### src/rtl/io_pkg.sv
// Shared types and defaults for the IN/OUT handshake controller.
package io_pkg;

  localparam int IO_DATA_W           = 32;
  localparam int IO_DEBOUNCE_DEFAULT = 16;

  typedef enum logic [2:0] {
    IDLE,
    WAIT_IN,
    WAIT_OUT,
    ACK_IN,
    ACK_OUT,
    RELEASE
  } io_state_t;

endpackage

### src/rtl/btn_debounce.sv
// Insert-button conditioner: 2-flop sync, stability counter, rising-edge pulse.
// Latency: raw high -> press = 2 + DEBOUNCE_CYCLES + 1 cycles.
// No backpressure: press is a free-running one-cycle pulse.
module btn_debounce
  import io_pkg::*;
#(
  parameter int DEBOUNCE_CYCLES = IO_DEBOUNCE_DEFAULT
) (
  input  logic CLK,
  input  logic reset,
  input  logic btn_raw,
  output logic level,
  output logic press
);

  localparam int CW = $clog2(DEBOUNCE_CYCLES + 1);
  localparam logic [CW-1:0] CNT_MAX = CW'(DEBOUNCE_CYCLES);

  logic          sync1;
  logic          sync2;
  logic [CW-1:0] cnt;

  always_ff @(posedge CLK or posedge reset) begin
    if (reset) begin
      sync1 <= 1'b0;
      sync2 <= 1'b0;
      level <= 1'b0;
      cnt   <= '0;
      press <= 1'b0;
    end else begin
      sync1 <= btn_raw;
      sync2 <= sync1;
      press <= 1'b0;
      // Any sample agreeing with the accepted level restarts the count.
      if (sync2 == level) begin
        cnt <= '0;
      end else if (cnt == CNT_MAX) begin
        level <= sync2;
        press <= sync2;
        cnt   <= '0;
      end else begin
        cnt <= cnt + 1'b1;
      end
    end
  end

endmodule

### src/rtl/io_handshake.sv
// Holds the PC on IN/OUT until a debounced insert press, then pulses insert.
// Latency: press -> insert 1 cycle, insert -> IDLE 2 cycles; flags hold the PC meanwhile.
// Backpressure: the PC is stalled via input_flag/output_flag; presses outside WAIT are dropped.
module io_handshake
  import io_pkg::*;
#(
  parameter int DEBOUNCE_CYCLES = IO_DEBOUNCE_DEFAULT,
  parameter int DATA_W          = IO_DATA_W
) (
  input  logic              CLK,
  input  logic              reset,
  input  logic              is_in,
  input  logic              is_out,
  input  logic [DATA_W-1:0] out_src,
  input  logic [DATA_W-1:0] switches,
  input  logic              btn_insert,
  output logic              input_flag,
  output logic              output_flag,
  output logic              insert,
  output logic [DATA_W-1:0] in_data,
  output logic              in_we,
  output logic [DATA_W-1:0] out_data,
  output logic              out_valid
);

  io_state_t state;
  logic      press;
  logic      level;
  logic      go;

  btn_debounce #(
    .DEBOUNCE_CYCLES(DEBOUNCE_CYCLES)
  ) u_debounce (
    .CLK    (CLK),
    .reset  (reset),
    .btn_raw(btn_insert),
    .level  (level),
    .press  (press)
  );

  // press only fires together with the new high level; gating is belt and braces.
  assign go = press & level;

  always_ff @(posedge CLK or posedge reset) begin
    if (reset) begin
      state     <= IDLE;
      in_data   <= '0;
      out_data  <= '0;
      out_valid <= 1'b0;
      in_we     <= 1'b0;
      insert    <= 1'b0;
    end else begin
      in_we  <= 1'b0;
      insert <= 1'b0;
      case (state)
        IDLE: begin
          if (is_in) begin
            state <= WAIT_IN;
          end else if (is_out) begin
            state     <= WAIT_OUT;
            out_data  <= out_src;
            out_valid <= 1'b1;
          end
        end
        WAIT_IN: begin
          if (go) begin
            state   <= ACK_IN;
            in_data <= switches;
            in_we   <= 1'b1;
            insert  <= 1'b1;
          end
        end
        WAIT_OUT: begin
          if (go) begin
            state  <= ACK_OUT;
            insert <= 1'b1;
          end
        end
        ACK_IN, ACK_OUT: state <= RELEASE;
        RELEASE:         state <= IDLE;
        default:         state <= IDLE;
      endcase
    end
  end

  // IDLE terms are combinational so the PC stalls in the instruction's first cycle.
  assign input_flag  = ((state == IDLE) && is_in) || (state == WAIT_IN) || (state == ACK_IN);
  assign output_flag = ((state == IDLE) && is_out && !is_in) ||
                       (state == WAIT_OUT) || (state == ACK_OUT);

endmodule

### config.mk
export PLATFORM = sky130hd
export DESIGN_NAME = io_handshake
export DESIGN_NICKNAME = d
export VERILOG_FILES = /design/src/rtl/io_pkg.sv /design/src/rtl/btn_debounce.sv /design/src/rtl/io_handshake.sv
export SDC_FILE = /design/constraint.sdc
export NUM_CORES = 1
export LEC_CHECK = 0
export CORE_UTILIZATION = 46
export CTS_BUF_LIST = sky130_fd_sc_hd__clkbuf_8
export DETAILED_ROUTE_END_ITERATION = 10
export PLACE_DENSITY = 0.9
export SYNTH_ARGS = -nofsm -noshare
export SYNTH_HDL_FRONTEND = slang
export SYNTH_SLANG_ARGS = --single-unit
### constraint.sdc
create_clock -name CLK -period 4.12 [get_ports CLK]
set_clock_uncertainty 0.05 [all_clocks]
set_input_delay 0.824 -clock CLK [delete_from_list [all_inputs] [get_ports CLK]]
set_output_delay 0.824 -clock CLK [all_outputs]
set_load 0.005 [all_outputs]
==> results.json, run 1 <==
{
  "num_rows": 29,
  "antenna_cells": 0,
  "pwr-share-seq_pct": 44.9,
  "synth_warnings": 0,
  "htreeDepth": 3,
  "ir_drop_v": 0.0004121,
  "cts_buffers": 9,
  "max_cap_violations": 0,
  "root_buffer": "clkbuf_8",
  "slew_headroom_pct": 28.46,
  "final.setup.worst_slack_ns": 1.068,
  "grt_use_total_pct": 20.29,
  "whs_ns": 0.3081,
  "reg2reg_slack_ns": 2.00,
  "synth_edf_count": 0,
  "synthToLayoutAreaGrowth_pct": 53.50,
  "hold_viol_final": 0,
  "routabilityCongestion": 0.8030,
  "total_leakage_power_nw": 2.075,
  "drt-vias-per-instance": 4.988,
  "start_util_pct": 47.84,
  "grt.busiest_layer": "met2",
  "drc": 0,
  "io_buffers": 137,
  "met3_usage_pct": 6.064,
  "drive_gt1_share_pct": 25.15,
  "status": "complete, no violations",
  "yosysTopAreaCellShare_pct": 65.07,
  "grt_max_degree": 64,
  "period_minus_slack_ns": 3.052,
  "yosys.area.top_type": "dfrtp_1",
  "netSwitchingPower_w": 0.0005787,
  "cp-end-kind": "primary output",
  "power.clock.fraction_pct": 24.5,
  "grt_pass1_vias": 2217,
  "overflow": 0,
  "drtAntennaViolNets": 0,
  "ys_types": 25,
  "wl_um": 6483,
  "vias": 2070,
  "crit_fanout": 3,
  "worstSkewPairLatency_ns": 0.32,
  "ys_seq_elements": 79,
  "synthTopCellsByArea": "dfrtp_1, mux2_2, buf_6",
  "final_core_util_pct": 73.44,
  "synth.most_common_cell": "dfrtp_1",
  "die_x_um": 83.27,
  "cts_tree": "built",
  "clock_sinks": 79,
  "postCtsSetupRepairBufs": 0,
  "dr.first_iter.drc_count": 34,
  "required_ns": 3.25,
  "wl_per_cell_um": 15.62,
  "synthCells": 192,
  "mappedNetlistArea_um2": 3038,
  "cts_resized": 0,
  "synth_flop_cell": "dfrtp_1",
  "nets": 406,
  "p_int_w": 0.001789,
  "maxSlewViolCount": 0,
  "power_w": 0.002368,
  "setup_viol": 0,
  "worst_ep_arrival_time_ns": 2.18,
  "antenna_found_initial": 0,
  "power_density_nw_per_um2": 507.8,
  "ioPinCount": 138,
  "finalCritPeriodShare_pct": 74.07,
  "async_flop_share_pct": 100.0,
  "dr.pass1.iters": 4,
  "globalRouteMet2Util_pct": 34.43,
  "place_hpwl_um": 4826,
  "p_sw_share_pct": 24.44,
  "critPathKind": "in2out",
  "worst_setup_path_start_kind": "input port",
  "seq_area_frac_synth_pct": 65.07,
  "pwr-share-comb_pct": 30.6,
  "rsz0062_at_grt": "false",
  "dieArea_um2": 6933,
  "synth_nets": 263,
  "worstMarginPinSlew_ns": 1.072,
  "grt_pass1_wl_um": 11040,
  "timing.fmax_ghz": 0.3277,
  "syn_avg_cell_area_um2": 15.82,
  "hold_path.class": "reg2reg",
  "setup-tns-final_ns": 0,
  "ys_top_cells_by_count": "dfrtp_1, mux2_2, nor2_1",
  "cts.clk_slew.worst_paths_ns": 0.07,
  "cts_hold_buf": 0,
  "coreArea_um2": 6350,
  "clk_path_buf_depth": 2,
  "grt_util_met1_pct": 25.22,
  "preCtsSetupSlack_ns": 1.037,
  "dieHeight_um": 83.27
}
==> final timing paths <==
| check | cells past startpoint | endpoint | startpoint |
|---|---|---|---|
| min | 0 | u_debounce.sync2 | u_debounce.sync1 |
| max reg2reg | 4 | in_data[10] | state[2] |
| max | 5 | output_flag | is_in |
| min reg2reg | 0 | u_debounce.sync2 | u_debounce.sync1 |
| min in group asynchronous | 2 | out_data[21] | reset |
| max in group asynchronous | 3 | in_data[6] | reset |
==> placed cells by master, fill, tap and decap left out, types with 2 or more instances in the layout <==
| cell | count |
|---|---|
| mux2_2 | 64 |
| clkdlybuf4s50_1 | 137 |
| clkinv_2 | 4 |
| nand3_1 | 2 |
| buf_4 | 3 |
| inv_1 | 3 |
| nand2_1 | 3 |
| a21oi_1 | 2 |
| xnor2_1 | 4 |
| ha_1 | 2 |
| clkbuf_8 | 9 |
| bufinv_16 | 2 |
| and2_1 | 2 |
| xor2_1 | 2 |
| nand2b_1 | 3 |
| o31ai_1 | 2 |
| nor2_1 | 5 |
| dfrtp_1 | 79 |
==> logic make-up after synthesis <==
group / Yosys count / share of synthesized area [%]
xor+xnor: 6 / 1.730
compound gates: 7 / 1.441
flops: 79 / 65.07
fa+ha+maj: 2 / 0.8236
mux: 65 / 24.09
buf+inv: 12 / 2.636
simple gates: 21 / 4.201
==> power by group through the flow <==
stage / clock network, W / logic [W] / registers, W
2_1_floorplan: 0 / 0.000271 / 0.00107
3_5_place_dp: 0 / 0.000734 / 0.00108
5_1_grt: 0.000635 / 0.000772 / 0.00109
6_report: 0.000580 / 0.000725 / 0.00106
4_1_cts: 0.000602 / 0.000738 / 0.00107
3_3_place_gp: 0 / 0.000711 / 0.00106
==> state kept, by name, summed over array words and instances (netlist names) <==
signal            count
insert                1
u_debounce.sync2      1
in_data              32
in_we                 1
u_debounce.level      1
out_data             32
u_debounce.cnt        5
u_debounce.press      1
u_debounce.sync1      1
out_valid             1
state                 3
==> through the flow <==
stage / cell area (um2) / instances
2_1_floorplan: 3038 / 192
3_3_place_gp: 4464 / 401
3_5_place_dp: 4464 / 401
4_1_cts: 4663 / 415
5_1_grt: 4663 / 415
6_report: 4663 / 415
==> metal layers <==
| layer | routed length, um | vias up |
|---|---|---|
| met5 | 0 | - |
| li1 | - | 946 |
| met1 | 2598 | 1019 |
| met3 | 466 | 9 |
| met2 | 3347 | 96 |
| met4 | 70 | 0 |
==> critical path: stages <==
cell and delay, ns:
clkdlybuf4s50_1 0.43, nor2_1 0.18, nand3_2 0.10, o21ai_0 0.09, clkdlybuf4s50_1 0.55
==> area by class of cell <==
type / count / area (um2)
fillers: 425 / 1687
flip-flops and latches: 79 / 1977
clock buffers: 9 / 123.9
repair buffers: 140 / 1394
clock inverters: 5 / 75.07
well taps: 77 / 96.34
inverters: 4 / 16.27
multi-input cells: 101 / 980.9
Note: power is estimated with default switching activity, not from simulation.
==> run 2, diff against run 1 <==
--- a/config.mk
+++ b/config.mk
@@ -5,10 +5,10 @@
 export SDC_FILE = /design/constraint.sdc
 export NUM_CORES = 1
 export LEC_CHECK = 0
-export CORE_UTILIZATION = 46
+export CORE_UTILIZATION = 43
 export CTS_BUF_LIST = sky130_fd_sc_hd__clkbuf_8
 export DETAILED_ROUTE_END_ITERATION = 10
-export PLACE_DENSITY = 0.9
+export PLACE_DENSITY = 0.85
 export SYNTH_ARGS = -nofsm -noshare
 export SYNTH_HDL_FRONTEND = slang
 export SYNTH_SLANG_ARGS = --single-unit
==> constraint.sdc (replaced) <==
create_clock -name CLK -period 3.06 [get_ports CLK]
set_clock_uncertainty 0.05 [all_clocks]
set_input_delay 0.612 -clock CLK [delete_from_list [all_inputs] [get_ports CLK]]
set_output_delay 0.612 -clock CLK [all_outputs]
set_load 0.005 [all_outputs]
==> run 2 against run 1 <==
  * Critical path depth did not move
  * Sequential power rose by 34%
  * Worst setup slack got worse by 0.68 ns
  * Routed wire length fell by 1.8%
  * Register-to-register slack got worse by 0.91 ns
  * Combinational power rose by 34%
  * Hold slack got worse by 0.0040 ns
  * Power rose by 39%
==> results.json, run 2 (synthesis gave the netlist of run 1 again) <==
{
  "worst_ep_arrival_time_ns": 2.01,
  "timing.fmax_ghz": 0.3737,
  "worstSkewPairLatency_ns": 0.34,
  "cts.clk_slew.worst_paths_ns": 0.07,
  "setup-tns-final_ns": 0,
  "power_density_nw_per_um2": 692.4,
  "nets": 406,
  "dr.first_iter.drc_count": 41,
  "setup_viol": 0,
  "vias": 2057,
  "total_leakage_power_nw": 2.100,
  "die_x_um": 86.06,
  "drc": 0,
  "maxSlewViolCount": 0,
  "hold_viol_final": 0,
  "power.clock.fraction_pct": 27.4,
  "clk_path_buf_depth": 2,
  "cts_buffers": 9,
  "reg2reg_slack_ns": 1.09,
  "place_hpwl_um": 4680,
  "postCtsSetupRepairBufs": 0,
  "grt_max_degree": 44,
  "antenna_cells": 0,
  "drive_gt1_share_pct": 25.00,
  "max_cap_violations": 0,
  "ir_drop_v": 0.0003931,
  "drt-vias-per-instance": 4.718,
  "cp-end-kind": "primary output",
  "cts_tree": "built",
  "regArea_um2": 1977,
  "critPathKind": "in2out",
  "routabilityCongestion": 0.7180,
  "dieHeight_um": 86.06,
  "n_fill_cell": 486,
  "htreeDepth": 3,
  "rsz0062_at_grt": "false",
  "pwr-share-comb_pct": 29.5,
  "timing.rr.start": "state[2]",
  "ioPinCount": 138,
  "layout_commonest_cell": "clkdlybuf4s50_1",
  "slew_headroom_pct": 57.39,
  "status": "complete, no violations",
  "netSwitchingPower_w": 0.0007896,
  "cts_hold_buf": 0,
  "dieArea_um2": 7405,
  "coreArea_um2": 6794,
  "final_area_um2": 4751,
  "worst_setup_path_start_kind": "input port",
  "start_util_pct": 44.71,
  "num_rows": 30,
  "crit_fanout": 3,
  "hp-start": "u_debounce.sync1",
  "p_sw_share_pct": 24.00,
  "grt_pass1_wl_um": 10130,
  "rr_worst_depth": 4,
  "worstMarginPinSlew_ns": 0.6384,
  "pwr-share-seq_pct": 43.1,
  "drtAntennaViolNets": 0,
  "antenna_found_initial": 0,
  "wl_per_cell_um": 14.60,
  "final_cell_mix": "clkdlybuf4s50_1, dfrtp_1, mux2_2",
  "worstReg2RegEnd": "in_data[24]",
  "clock_sinks": 79,
  "preCtsSetupSlack_ns": 0.3688,
  "p_int_w": 0.002500,
  "overflow": 0,
  "wl_um": 6366,
  "dpl_cell_area_um2": 4513,
  "grt_pass1_vias": 2146,
  "synthToLayoutAreaGrowth_pct": 56.38,
  "io_buffers": 137,
  "hold_depth": 0,
  "hold_path.class": "reg2reg",
  "cts_resized": 0,
  "root_buffer": "clkbuf_8",
  "whs_endpoint": "u_debounce.sync2",
  "finalCritPeriodShare_pct": 87.44,
  "final.setup.worst_slack_ns": 0.3843,
  "required_ns": 2.40,
  "period_minus_slack_ns": 2.676,
  "multi_input_area_um2": 980.9,
  "top_regs": "in_data: 32 flops, out_data: 32 flops, u_debounce.cnt: 5 flops",
  "dr.pass1.iters": 4,
  "grt_use_total_pct": 18.18
}
==> run 2: cell types whose count changed in the layout (fill, tap and decap cells not counted), sizes merged <==
cell,change
inv,+2
clkinv,-2
clkinvlp,+1
bufinv,+1
==> run 2: worst max path at each step <==
stage | startpoint | slack [ns] | end
2_1_floorplan | reset | 0.37 | in_data[0]
3_3_place_gp | is_in | 0.41 | output_flag
6_report | is_in | 0.38 | output_flag
3_5_place_dp | is_in | 0.37 | output_flag
4_1_cts | is_in | 0.37 | output_flag
5_1_grt | is_in | 0.24 | output_flag
==> run 2: worst max-delay path, cell delays in order <==
cell and delay [ns]:
clkdlybuf4s50_1 0.44, nor2_1 0.18, nand3_2 0.10, o21ai_0 0.09, clkdlybuf4s50_1 0.58
==> run 2: power by group through the flow <==
stage	clock network (W)	logic, W	registers [W]
detailed placement	0	0.000979	0.00144
global route	0.000972	0.00104	0.00145
finish	0.000901	0.000971	0.00142
global placement	0	0.000957	0.00143
CTS	0.000926	0.000985	0.00142
floorplan	0	0.000365	0.00144
==> run 2: layout make-up <==
cell class | count | area share, %
multi-input combinational | 101 | 20.65
sequential | 79 | 41.61
inverter | 4 | 0.3424
timing repair buffer | 140 | 29.87
tap | 96 | 2.528
clock inverter | 7 | 2.397
clock buffer | 9 | 2.607
==> run 2: per-stage QoR <==
step	cells	util [%]	power (W)	hold slack, ns
after CTS	436	69.93	0.003332	0.3075
final	436	69.93	0.003290	0.3041
after global placement	420	66.43	0.002386	0.2837
after floorplan	192	-	0.001801	0.2812
after detailed placement	420	66.43	0.002421	0.2902
after global routing	436	69.93	0.003461	0.3193
==> run 2: layer usage <==
layer / vias up / GRT usage (%) / routed length [um]
li1: 956 / - / -
met1: 1003 / 20.28 / 2497
met2: 82 / 31.10 / 3224
met3: 16 / 6.064 / 477
met4: 0 / 9.091 / 167
met5: - / 0 / 0
